===== config.mk =====
export PLATFORM = sky130hd
export DESIGN_NAME = evo_nor_array_eval
export DESIGN_NICKNAME = d
export VERILOG_FILES = /design/src/rtl/evo_nor_array_eval.sv
export SDC_FILE = /design/constraint.sdc
export NUM_CORES = 1
export LEC_CHECK = 0
export CAP_MARGIN = 5
export CORE_MARGIN = 8
export CORE_UTILIZATION = 25
export CTS_BUF_LIST = sky130_fd_sc_hd__clkbuf_4
export CTS_CLUSTER_DIAMETER = 80
export DETAILED_ROUTE_END_ITERATION = 8
export SLEW_MARGIN = 30
export SYNTH_ARGS = -nofsm -noshare
export SYNTH_HDL_FRONTEND = slang
export SYNTH_SLANG_ARGS = --single-unit

===== constraint.sdc =====
create_clock -name clk -period 4.8 [get_ports clk]
set_input_delay 0.96 -clock clk [delete_from_list [all_inputs] [get_ports clk]]
set_output_delay 0.96 -clock clk [all_outputs]
set_load 0.02 [all_outputs]

===== src/rtl/evo_nor_array_eval.sv =====
`default_nettype none
// ============================================================================
// Module   : evo_nor_array_eval
// Brief    : Genome-configured 2-input NOR array with built-in truth-table
//            sweep, settle wait, double-sample oscillation check and fitness.
// Revision : 1.0
// ============================================================================
module evo_nor_array_eval #(
  parameter int NUM_INPUTS    = 2,
  parameter int NUM_GATES     = 4,
  parameter int SEL_W         = 3,
  parameter int SETTLE_CYCLES = 4,
  parameter int ASYNC         = 0
) (
  input  logic                                  clk,
  input  logic                                  rst_n,
  input  logic                                  start_i,
  input  logic [(2*NUM_GATES+1)*SEL_W-1:0]      genome_i,
  input  logic [2**NUM_INPUTS-1:0]              target_i,
  output logic                                  busy_o,
  output logic                                  done_o,
  output logic [NUM_INPUTS:0]                   fitness_o,
  output logic [NUM_INPUTS:0]                   unstable_o,
  output logic                                  circ_out_o
);

  localparam int GENOME_W = (2*NUM_GATES+1)*SEL_W;
  localparam int NUM_SRC  = 2**SEL_W;
  localparam int NUM_VEC  = 2**NUM_INPUTS;
  localparam int CNT_W    = (SETTLE_CYCLES > 1) ? $clog2(SETTLE_CYCLES) : 1;

  typedef enum logic [2:0] {
    S_IDLE    = 3'd0,
    S_APPLY   = 3'd1,
    S_SETTLE  = 3'd2,
    S_SAMPLE1 = 3'd3,
    S_SAMPLE2 = 3'd4,
    S_DONE    = 3'd5
  } state_t;

  state_t                  state_q, state_d;
  logic [GENOME_W-1:0]     genome_q, genome_d;
  logic [NUM_VEC-1:0]      target_q, target_d;
  logic [NUM_INPUTS-1:0]   in_vec_q, in_vec_d;
  logic [NUM_INPUTS-1:0]   vec_q, vec_d;
  logic [CNT_W-1:0]        cnt_q, cnt_d;
  logic                    s1_q, s1_d;
  logic [NUM_INPUTS:0]     fitness_q, fitness_d;
  logic [NUM_INPUTS:0]     unstable_q, unstable_d;

  logic [NUM_SRC-1:0]      src_vec;
  logic [NUM_GATES-1:0]    nor_out;
  logic [NUM_GATES-1:0]    gate_out;
  logic [SEL_W-1:0]        out_sel;
  logic                    start_accept;

  assign start_accept = (state_q == S_IDLE) && start_i;

  // Selector values beyond the inputs and gates read the zero padding.
  always_comb begin
    src_vec = '0;
    src_vec[NUM_INPUTS-1:0]         = in_vec_q;
    src_vec[NUM_INPUTS +: NUM_GATES] = gate_out;
  end

  for (genvar g = 0; g < NUM_GATES; g++) begin : g_gate
    assign nor_out[g] = ~(src_vec[genome_q[2*g*SEL_W +: SEL_W]] |
                          src_vec[genome_q[(2*g+1)*SEL_W +: SEL_W]]);
  end

  if (ASYNC != 0) begin : g_async
    assign gate_out = nor_out;
  end else begin : g_sync
    logic [NUM_GATES-1:0] w_q;
    always_ff @(posedge clk) begin
      if (!rst_n || start_accept) begin
        w_q <= '0;
      end else begin
        w_q <= nor_out;
      end
    end
    assign gate_out = w_q;
  end

  assign out_sel    = genome_q[2*NUM_GATES*SEL_W +: SEL_W];
  assign circ_out_o = src_vec[out_sel];

  always_comb begin
    state_d    = state_q;
    genome_d   = genome_q;
    target_d   = target_q;
    in_vec_d   = in_vec_q;
    vec_d      = vec_q;
    cnt_d      = cnt_q;
    s1_d       = s1_q;
    fitness_d  = fitness_q;
    unstable_d = unstable_q;
    case (state_q)
      S_IDLE: begin
        if (start_i) begin
          genome_d   = genome_i;
          target_d   = target_i;
          fitness_d  = '0;
          unstable_d = '0;
          vec_d      = '0;
          state_d    = S_APPLY;
        end
      end
      S_APPLY: begin
        in_vec_d = vec_q;
        cnt_d    = '0;
        state_d  = S_SETTLE;
      end
      S_SETTLE: begin
        if (cnt_q == CNT_W'(SETTLE_CYCLES-1)) begin
          state_d = S_SAMPLE1;
        end else begin
          cnt_d = cnt_q + CNT_W'(1);
        end
      end
      S_SAMPLE1: begin
        s1_d    = circ_out_o;
        state_d = S_SAMPLE2;
      end
      S_SAMPLE2: begin
        // An output that moved between the two samples never scores.
        if (circ_out_o != s1_q) begin
          unstable_d = unstable_q + (NUM_INPUTS+1)'(1);
        end else if (s1_q == target_q[vec_q]) begin
          fitness_d = fitness_q + (NUM_INPUTS+1)'(1);
        end
        if (vec_q == {NUM_INPUTS{1'b1}}) begin
          state_d = S_DONE;
        end else begin
          vec_d   = vec_q + NUM_INPUTS'(1);
          state_d = S_APPLY;
        end
      end
      S_DONE: begin
        state_d = S_IDLE;
      end
      default: begin
        state_d = S_IDLE;
      end
    endcase
  end

  always_ff @(posedge clk) begin
    if (!rst_n) begin
      state_q    <= S_IDLE;
      genome_q   <= '0;
      target_q   <= '0;
      in_vec_q   <= '0;
      vec_q      <= '0;
      cnt_q      <= '0;
      s1_q       <= 1'b0;
      fitness_q  <= '0;
      unstable_q <= '0;
    end else begin
      state_q    <= state_d;
      genome_q   <= genome_d;
      target_q   <= target_d;
      in_vec_q   <= in_vec_d;
      vec_q      <= vec_d;
      cnt_q      <= cnt_d;
      s1_q       <= s1_d;
      fitness_q  <= fitness_d;
      unstable_q <= unstable_d;
    end
  end

  assign busy_o     = (state_q != S_IDLE);
  assign done_o     = (state_q == S_DONE);
  assign fitness_o  = fitness_q;
  assign unstable_o = unstable_q;

endmodule
`default_nettype wire


==> reports/qor.txt <==
async set or reset register ratio after synthesis: 0
status: complete, no violations
Worst-path clk slew: 0.16 ns
Yosys top cell area share: 0.414
fmax: 289 MHz
most frequent cells in the layout: nand2_1, dfxtp_1, clkdlybuf4s50_1
Hold Crit Start: genome_q[20]$_SDFFE_PN0P_
later-pin clock latency in the skew report: 0.37 ns
Rel. slew slack: 0.483
post-route ant nets: 0
root buffer cell: clkbuf_4
DRT iter0 DRCs: 127
RSZ-0062 raised after global routing: false
leading area contributor after synthesis: dfxtp_1
total core area: 9680 µm²
crit path time final: 3.46 ns
largest net degree at the start of global routing: 33
# hold bufs at CTS: 0
RR Endpoint: fitness_o[2]$_SDFFE_PN0P_
final setup vio count: 0
area delta synth->final: 25.3%
H-tree Lvls: 2
worst r2r src: genome_q[26]$_SDFFE_PN0P_
R2R setup slack: 2.40 ns
CTS tree: done
Critical Path AT: 2.50 ns
floorplan row count: 36
Critical Path Sink Type: output pin
DRC Markers: 0
Main synth FF type: dfxtp_1
Sum Neg Setup Slack: 0 ns
crit-path cells: mux2_2 -> a222oi_1 -> inv_1 -> clkdlybuf4s50_1
share of post-route cells with drive strength above 1: 0.0683
routed wire length: 5970 µm
worst-case hold path end point: genome_q[20]$_SDFFE_PN0P_
Final Max Slew Viols: 0
cts repair resizes: 0
max-cap check violation count: 0
commonest non-fill, non-tap cell in the layout: nand2_1
Max FO, Critical Path: 4
I/O pins: 43
layout net count: 359
IO Port Bufs: 42
setup bufs post-CTS: 0
Hold Vio Cnt, Final: 0
Yosys warning count: 0
Power Total: 0.889 mW
dpl cells: 447
post-synth cell types: 37
Finished Cell Area: 3090 µm²
WL per Instance: 13.1 µm
Leak Pwr: 1.11 nW
Final Util: 0.319
CP required: 3.84 ns
DIE HEIGHT: 115 µm
Total GRT Usage: 0.0933
Tcrit/Tclk final: 0.722
sequential area share after synthesis: 0.414
Placer Congestion: 0.778
TritonCTS Buffers: 5
dpl cell area: 3000 µm²
Worst Skew: 0.00840 ns
Worst Hold Class: reg2reg
final instance count without filler cells: 456
critical path type: reg2out
worst slew pin tran: 0.770 ns
Synth Cell Area: 2460 µm²
pre-CTS setup slack: 1.74 ns
die area: 13300 µm²
first-pass GRT wire length: 10100 µm
max incr delay on CP: 0.67 ns
maximum clock path buffer count: 2
vias per inst: 4.71
Synth Register Bits: 51
hold-critical path depth: 2
Reg2Reg Depth: 5
setup slack after layout: 1.34 ns
CTS sink count: 51
top cells by area, synth: dfxtp_1, nand2_1, a21oi_1
post-DP HPWL: 4410 µm
startpoint types: register
Syn Area/Cell: 8.62 µm²
P per Cell Area: 288 nW/µm²
maximum VDD drop: 0.0883 mV
synthesized net count: 324
DRT Pass-1 Iters: 4
Gate Count Post-Synth: 286
Crit path max-delay family: buffers and inverters
antenna violations before repair: 0
critical path's slowest cell: a222oi_1
die width: 115 µm
Starting Density: 0.255
number of global-route vias before repair: 2060
CP Buf/Inv Count: 2
Post-synth EDFFs: 0
total congestion overflow: 0
routed vias: 2146
hold_ws: 0.468 ns
==> synthesized netlist by cell type, drive strengths merged, types with 5 or more instances <==
cell,instances
a211oi,5
a21oi,39
clkbuf,14
dfxtp,51
inv,8
mux2i,11
mux4,9
nand2,72
nor2,13
nor3,6
o21ai,10
==> cell type report <==
cell class	count	area, µm²
diodes	1	2.50
clock buffers	5	37.5
clock inverters	3	47.5
fillers	1027	6600
inverters	9	33.8
multi-input cells	210	1340
flip-flops and latches	51	1020
well taps	133	166
repair buffers	44	435
==> power breakdown <==
group / switching (mW) / internal [mW]
combinational: 0.0711 / 0.0764
clock: 0.146 / 0.113
sequential: 0.0326 / 0.450
==> registers in the layout, indices dropped and copies added (netlist names) <==
signal	cells
cnt_q	2
fitness_o	3
g_sync.w_q	4
genome_q	27
in_vec_q	2
s1_q	1
state_q	3
target_q	4
unstable_o	3
vec_q	2
==> metal layers <==
| metal | global-route usage | routed length [µm] | up-vias |
|---|---|---|---|
| met5 | 0 | 0 | - |
| met4 | 0.0342 | 89 | 0 |
| met3 | 0.0289 | 454 | 5 |
| met2 | 0.148 | 2720 | 44 |
| met1 | 0.116 | 2700 | 1019 |
| li1 | - | - | 1078 |
==> tightest hold or removal path, delay by kind of cell (launching register included) <==
family,cells,cell delay (ns)
flops,1,0.34
simple gates,1,0.05
compound gates,1,0.05
==> cells by family after synthesis <==
kind of cell,count (synthesis),share of synthesized area
simple gates,107,0.185
compound gates,73,0.180
flops,51,0.414
buf+inv,25,0.0411
mux,24,0.153
fa+ha+maj,4,0.0203
xor+xnor,2,0.00711
==> worst max path at each step <==
| stage | startpoint | to | slack [ns] | cells after the start |
|---|---|---|---|---|
| after floorplan | genome_q[26]$_SDFFE_PN0P_ | circ_out_o | 2.38 | 3 |
| after global placement | genome_q[26]$_SDFFE_PN0P_ | circ_out_o | 1.80 | 4 |
| after detailed placement | genome_q[26]$_SDFFE_PN0P_ | circ_out_o | 1.74 | 4 |
| after CTS | genome_q[26]$_SDFFE_PN0P_ | circ_out_o | 1.30 | 4 |
| after global routing | genome_q[26]$_SDFFE_PN0P_ | circ_out_o | 1.13 | 4 |
| final | genome_q[26]$_SDFFE_PN0P_ | circ_out_o | 1.34 | 4 |
(Power assumes the default switching activity.)
==> RTL change, RTL diff (same flow settings) <==
`SETTLE_CYCLES`: 4 -> 2.
--- a/src/rtl/evo_nor_array_eval.sv
+++ b/src/rtl/evo_nor_array_eval.sv
@@ -11,3 +11,3 @@
   parameter int SEL_W         = 3,
-  parameter int SETTLE_CYCLES = 4,
+  parameter int SETTLE_CYCLES = 2,
   parameter int ASYNC         = 0
Behaviour: not the same (Yosys sat finds a counterexample within 10 cycles, from zero or initial values and one cycle with rst_n low).
==> RTL change against the unedited design <==
  * Design area up 1.5%
  * Power down 0.64%
  * Setup slack better by 300 ps
  * Wire length up 5.5%
  * Sequential cell count down 1
  * Synthesized area up 2.2%
  * Clock skew up 9.6 ps
  * Synthesized cell count up 2.1%
  * Hold slack worse by 3.1 ps
  * Critical path type unchanged
==> RTL change: results (changes against the unedited design) <==
\begin{tabular}{lr}
\hline
Metric & Value \\
\hline
\multicolumn{2}{l}{\textbf{Worst setup path}} \\
\quad Arrival time worst endpoint & 2210 ps (-290 ps) \\
\quad CP max-delay cell & sky130\_fd\_sc\_hd\_\_clkdlybuf4s50\_1 \\
\quad Worst reg2reg startpoint & state\_q[1]\$\_SDFFE\_PN0P\_ \\
\quad Delay contributed by the slowest stage of the critical path & 600 ps (-70 ps) \\
\quad Top fanout value on the critical path & 9 (+5) \\
\quad Launching instance or port of the critical path & g\_sync.w\_q[2]\$\_SDFF\_PP0\_ \\
\quad Reg2reg end & unstable\_o[1]\$\_SDFFE\_PN0P\_ \\
\multicolumn{2}{l}{\textbf{Placement}} \\
\quad Pre-CTS worst setup slack & 1530 ps (-215 ps) \\
\quad Placer congestion estimate & 0.799 (+2.7\%) \\
\quad Area of placed instances & 3050 um\^{}2 (+1.7\%) \\
\multicolumn{2}{l}{\textbf{CTS}} \\
\quad Register clock-pin slew on the reported worst setup and hold paths & 140 ps (-20 ps) \\
\multicolumn{2}{l}{\textbf{Drt}} \\
\quad Total routed wire length on the met1 layer & 3080 um (+14\%) \\
\quad Detail Route met3 WL & 281 um (-38\%) \\
\quad Violation count after the first detailed-routing iteration & 154 (+21\%) \\
\multicolumn{2}{l}{\textbf{Final layout}} \\
\quad Number of nets in the layout & 363 (+1.1\%) \\
\quad Layout cell share with drive strength beyond 1 & 7.03\% (+0.20 points) \\
\multicolumn{2}{l}{\textbf{STA}} \\
\quad Post-layout min period & 3170 ps (-298 ps) \\
\quad Worst slew margin relative to its limit & 46.9\% (-1.4 points) \\
\quad Fin Clk Skew & 18.0 ps (+9.59 ps) \\
\multicolumn{2}{l}{\textbf{Global route}} \\
\quad Largest net degree at the start of global routing & 48 (+45\%) \\
\quad Vias in the first global route & 2176 (+5.6\%) \\
\quad Total GRT Usage & 9.59\% (+0.26 points) \\
\multicolumn{2}{l}{\textbf{Logic synthesis}} \\
\quad Gate Count Post-Synth & 292 (+2.1\%) \\
\quad Nets in the synthesized netlist & 329 (+1.5\%) \\
\multicolumn{2}{l}{\textbf{Run status}} \\
\quad Outcome & completed \\
\multicolumn{2}{l}{\textbf{Hold path}} \\
\quad Worst hold path endpoint & genome\_q[8]\$\_SDFFE\_PN0P\_ \\
\hline
\end{tabular}
RTL change: logic make-up after synthesis:
logic type                 Yosys count  synth area share, %
DFF                                 50                 39.7
xor gates and xnor gates             1                0.348
muxes                               22                 13.9
adders and majority gates            3                 1.49
and+or+nand+nor                    107                 19.3
AOI/OAI and AO/OA                   81                 20.7
buffers and inverters               28                 4.52
RTL change: power by group:
part / switching (uW) / internal, uW / leakage [uW]
clock network: 131 / 116 / 0.0000419
registers: 37.5 / 443 / 0.000409
logic: 77.0 / 78.6 / 0.000601
RTL change: final cells by class:
cell class / instances / area (um^2)
Antenna cell: 1 / 2.50
Clock inverter: 2 / 37.5
Sequential cell: 50 / 1000
Timing Repair Buffer: 44 / 435
Inverter: 11 / 41.3
Multi-Input combinational cell: 214 / 1410
Clock buffer: 6 / 45.0
Tap cell: 133 / 166
Fill cell: 1037 / 6640
RTL change: per-layer routing:
layer  vias up  track usage [%]
li1       1125                -
met1       997             12.3
met2        52             15.3
met3         9             2.33
met4         0             3.28
met5         -                0
